<file path="src/rtl/dcache_controller.sv">
// dcache_controller: 2-way, 16-set write-back data cache controller.
// Drives an external tag/data SRAM and a line-wide memory port.
module dcache_controller (
   input  logic         clk_i,
   input  logic         rst_i,
   input  logic         cpu_req_i,
   input  logic         cpu_write_i,
   input  logic [31:0]  cpu_addr_i,
   input  logic [31:0]  cpu_data_i,
   output logic [31:0]  cpu_data_o,
   output logic         cpu_stall_o,
   output logic         sram_enable_o,
   output logic         sram_write_o,
   output logic [3:0]   sram_addr_o,
   output logic [24:0]  sram_tag_o,
   output logic [255:0] sram_data_o,
   input  logic [24:0]  sram_tag_i,
   input  logic [255:0] sram_data_i,
   input  logic         sram_hit_i,
   output logic         mem_enable_o,
   output logic         mem_write_o,
   output logic [31:0]  mem_addr_o,
   output logic [255:0] mem_data_o,
   input  logic [255:0] mem_data_i,
   input  logic         mem_ack_i,
   output logic [15:0]  hit_cnt_o,
   output logic [15:0]  miss_cnt_o
);

   typedef enum logic [2:0] {
      IDLE,
      MISS,
      WBACK,
      REFILL,
      FILL
   } state_t;

   state_t         state_q;
   state_t         state_d;
   logic [22:0]    victim_tag_q;
   logic [255:0]   victim_data_q;
   logic [255:0]   refill_q;
   logic [22:0]    tag;
   logic [3:0]     idx;
   logic [2:0]     word;
   logic           hit_now;
   logic           miss_now;
   logic [255:0]   merged;
   logic           addr_unused;

   assign tag  = cpu_addr_i[31:9];
   assign idx  = cpu_addr_i[8:5];
   assign word = cpu_addr_i[4:2];
   assign addr_unused = ^cpu_addr_i[1:0];

   assign hit_now  = (state_q == IDLE) && cpu_req_i && sram_hit_i;
   assign miss_now = (state_q == IDLE) && cpu_req_i && !sram_hit_i;

   // Kept out of the FSM block so SRAM hit logic never loops back on itself
   assign sram_enable_o = (state_q != IDLE) || cpu_req_i;
   assign sram_addr_o   = idx;
   assign cpu_data_o    = sram_data_i[{word, 5'b0} +: 32];

   always_comb begin
      merged = sram_data_i;
      merged[{word, 5'b0} +: 32] = cpu_data_i;
   end

   always_comb begin
      state_d      = state_q;
      cpu_stall_o  = 1'b1;
      sram_write_o = 1'b0;
      sram_tag_o   = {2'b10, tag};
      sram_data_o  = sram_data_i;
      mem_enable_o = 1'b0;
      mem_write_o  = 1'b0;
      mem_addr_o   = {tag, idx, 5'b0};
      mem_data_o   = victim_data_q;
      unique case (state_q)
         IDLE: begin
            cpu_stall_o = miss_now;
            if (hit_now && cpu_write_i) begin
               sram_write_o = 1'b1;
               sram_tag_o   = {2'b11, tag};
               sram_data_o  = merged;
            end
            if (miss_now) state_d = MISS;
         end
         MISS: begin
            if (sram_tag_i[24] && sram_tag_i[23]) state_d = WBACK;
            else                                  state_d = REFILL;
         end
         WBACK: begin
            mem_enable_o = 1'b1;
            mem_write_o  = 1'b1;
            mem_addr_o   = {victim_tag_q, idx, 5'b0};
            if (mem_ack_i) state_d = REFILL;
         end
         REFILL: begin
            mem_enable_o = 1'b1;
            if (mem_ack_i) state_d = FILL;
         end
         FILL: begin
            sram_write_o = 1'b1;
            sram_data_o  = refill_q;
            state_d      = IDLE;
         end
         default: state_d = IDLE;
      endcase
   end

   always_ff @(posedge clk_i or posedge rst_i) begin
      if (rst_i) begin
         state_q       <= IDLE;
         victim_tag_q  <= '0;
         victim_data_q <= '0;
         refill_q      <= '0;
         hit_cnt_o     <= '0;
         miss_cnt_o    <= '0;
      end else begin
         state_q <= state_d;
         if (state_q == MISS) begin
            victim_tag_q  <= sram_tag_i[22:0];
            victim_data_q <= sram_data_i;
         end
         if (state_q == REFILL && mem_ack_i) refill_q <= mem_data_i;
         if (hit_now && hit_cnt_o != 16'hFFFF)
            hit_cnt_o <= hit_cnt_o + 16'd1;
         if (miss_now && miss_cnt_o != 16'hFFFF)
            miss_cnt_o <= miss_cnt_o + 16'd1;
      end
   end

endmodule

</file>
<file path="config.mk">
export PLATFORM = sky130hd
export DESIGN_NAME = dcache_controller
export DESIGN_NICKNAME = d
export VERILOG_FILES = /design/src/rtl/dcache_controller.sv
export SDC_FILE = /design/constraint.sdc
export NUM_CORES = 2
export LEC_CHECK = 0
export ABC_AREA = 1
export CORE_AREA = 2 2 484 486
export CTS_CLUSTER_DIAMETER = 100
export DETAILED_ROUTE_END_ITERATION = 8
export DIE_AREA = 0 0 486 488
export PLACE_DENSITY = 0.44
export SLEW_MARGIN = 20
export SYNTH_ARGS = -nofsm -noshare
export SYNTH_HDL_FRONTEND = slang
export SYNTH_SLANG_ARGS = --single-unit
</file>
<file path="constraint.sdc">
create_clock -name clk_i -period 24.7 [get_ports clk_i]
set_input_delay 4.94 -clock clk_i [delete_from_list [all_inputs] [get_ports clk_i]]
set_output_delay 4.94 -clock clk_i [all_outputs]
set_load 0.05 [all_outputs]
</file>
==> impl_metrics.ini <==
[timing]
setup_viol = 0
rsz0062_at_grt = false
period_needed_ps = 15080
maxSlewHeadroom_pct = 15.20
worst_clock_skew_ps = 20.93
min_period_over_period_pct = 61.06
tightest_slew_ps = 1267
clock.fmax_ghz = 0.06630
fin_tns_setup_ps = 0
finalHoldViolations = 0
slew_viol_final = 0

[route]
drtAntennaViolNets = 0
vias = 40569
wl_per_cell_um = 33.31
drtPass1Iterations = 7
routed_via_density = 4.366
drtIter0Drc = 3491
drc_errors = 0
routed_wl_um = 309500

[min_path]
worstHoldPathType = reg2reg

[worst_setup_path]
path_max_fanout = 73
path_cells = buf_4 > inv_4 > ha_1 > inv_1 > nand3_1 > nor2_4 > buf_4 > nand2_2 > nand2_1 > nand3_1 > nand2_1 > clkdlybuf4s50_1
slowest_delay_ps = 1220
end_kind = primary output
startpoint_type = primary input
required_ps = 19760
cpMaxStageDelayCell = clkdlybuf4s50_1
crit_buf_inv = 5
critPathKind = in2out
worstPathArrival_ps = 10140
path_delay_family = buffers and inverters

[cts]
post_cts_buffers = 0
ctsHoldBuffers = 0
clk_pin_slew_ps = 60
cts_sinks = 570
ctsHtreeMaxLevel = 3
worstSkewPairLatency_ps = 730
cts_buffers = 87
clock_path_buffers = 3
cts_root_buf = clkbuf_16
cts_tree = built
ctsResizeCount = 0

[logic_synthesis]
ys.flop_type = dfrtp_1
netlist_instances = 5156
synth_top_area_share_pct = 41.30
synth_edf_count = 0
synthTopCellsByArea = dfrtp_1 (41%), nand2_1 (20%), nand3_1 (11%)
yosysSeqAreaShare_pct = 41.30
async_flop_share_pct = 100.0
yosysMostFrequentCell = nand2_1
ys_types = 27
synth-seq-cells = 570
yosys.area.top_type = dfrtp_1
synth_warnings = 0
yosys-top-cells-count = nand2_1 (1804), nand3_1 (793), o21ai_0 (648)
netlist_area_mm2 = 0.03454
syn_avg_cell_area_um2 = 6.699

[global_routing]
grt-ovfl-total = 0
antenna_found_initial = 117
grt_max_degree = 192
use_met1_pct = 30.46
grt_use_met2_pct = 41.93
grt_pass1_vias = 39535
grt_first_pass_wirelength_um = 394900
grt_usage_pct = 25.19
grtUsageMet3_pct = 7.056
busiest_layer = met2

[power]
leakagePower_uw = 0.02389
powerDensity_mw_per_mm2 = 145.9
vdd.ir_drop.worst_mv = 0.07446

[layout]
fin_cells = 9291
multi_input_area_mm2 = 0.01610
layout-drive-gt1-share_pct = 4.355
nets = 6745
seqCellArea_mm2 = 0.01427
fill_cells = 26152
area_growth_pct = 51.89

[placement]
dp_hpwl_um = 252700
routabilityCongestion = 0.8711
placed_cells = 9083
portBuffers = 1228

[die]
coreArea_mm2 = 0.2319
die_area_mm2 = 0.2372
die_h_um = 488
io_pins = 1249
die_x_um = 486
num_rows = 177
start_util_pct = 14.90

[run_status]
outcome = finished clean

[job]
maxCapViolations = 0
-- worst min-delay path: cells and delay by family (launching register included) --
kind / cells / cell delay, ps
AND/OR/NAND/NOR: 2 / 100
flip-flops: 1 / 340
-- routing by layer --
metal	part of all wire, %	wire (µm)
met1	40	124500
met2	47	145700
met3	8.4	25930
met4	4.3	13210
met5	0.051	158
-- layout make-up --
type / count / share of cell area, %
Clock inverter: 40 / 1.104
Antenna cell: 48 / 0.2290
Tap cell: 3043 / 7.258
Inverter: 609 / 4.391
Clock buffer: 119 / 4.763
Multi-Input combinational cell: 3576 / 30.68
Timing Repair Buffer: 1286 / 24.37
Sequential cell: 570 / 27.20
-- stage by stage --
stage	hold WS (ps)	worst slack [ps]	utilization, %	cell area [µm²]	total power, µW
after floorplan	449.6	3816	-	34550	4366
after global placement	463.7	9637	21.22	49210	6257
after detailed placement	465.7	9753	21.23	49230	6271
after CTS	481.2	9749	22.56	52310	7702
after global routing	493.9	9487	22.60	52390	8006
final	480.4	9618	22.62	52460	7653
-- power by group --
| group | internal, µW | switching (µW) | total [µW] |
|---|---|---|---|
| clock network | 836 | 549 | 1390 |
| registers | 1370 | 264 | 1630 |
| logic | 1260 | 3380 | 4640 |
-- flip-flops by register name, indices dropped and copies added (netlist names) --
signal / cells
miss_cnt_o: 16
victim_tag_q: 23
mem_data_o: 256
state_q: 3
hit_cnt_o: 16
refill_q: 256
-- final timing paths --
kind	start	to	slack, ps	cells past startpoint
max	cpu_addr_i[2]	sram_data_o[128]	9620	12
min	refill_q[177]	refill_q[177]	480	2
max reg2reg	state_q[2]	mem_data_o[158]	20350	6
min reg2reg	refill_q[177]	refill_q[177]	480	2
max in group asynchronous	rst_i	refill_q[17]	16720	5
min in group asynchronous	rst_i	refill_q[230]	4680	2
-- kinds of logic (layout without fill, tap and decap cells) --
| logic type | Yosys count | count (layout) | share of synthesized area (%) |
|---|---|---|---|
| compound gates | 843 | 843 | 12.57 |
| xor+xnor | 24 | 24 | 0.6086 |
| fa+ha+maj | 8 | 8 | 0.2898 |
| buf+inv | 1014 | 2054 | 12.30 |
| flops | 570 | 570 | 41.30 |
| mux | 23 | 23 | 0.7499 |
| other cells | 2 | 54 | 0.02174 |
| simple gates | 2672 | 2672 | 32.17 |
-- cell usage in the layout (no fill, tap or decap), types with 2 or more instances in the layout --
master / count
inv_8: 2
clkbuf_8: 18
nand4_1: 3
a21oi_1: 129
mux2_2: 23
bufinv_16: 12
xnor2_1: 16
ha_1: 8
clkdlybuf4s50_1: 1225
buf_4: 54
nor3_1: 4
diode_2: 48
clkinv_4: 3
nand3b_1: 2
inv_1: 599
o21ai_0: 648
xor2_1: 8
nand2_2: 10
buf_12: 3
inv_6: 10
o21a_1: 32
clkbuf_16: 88
o22ai_1: 33
nand3_1: 792
nor2_4: 4
nand2_1: 1803
nor2_1: 39
dfrtp_1: 569
clkinvlp_4: 2
clkbuf_1: 13
clkinv_2: 12
conb_1: 6
inv_2: 7
nor2_2: 10
No activity file was read; power rests on OpenSTA's default activity.
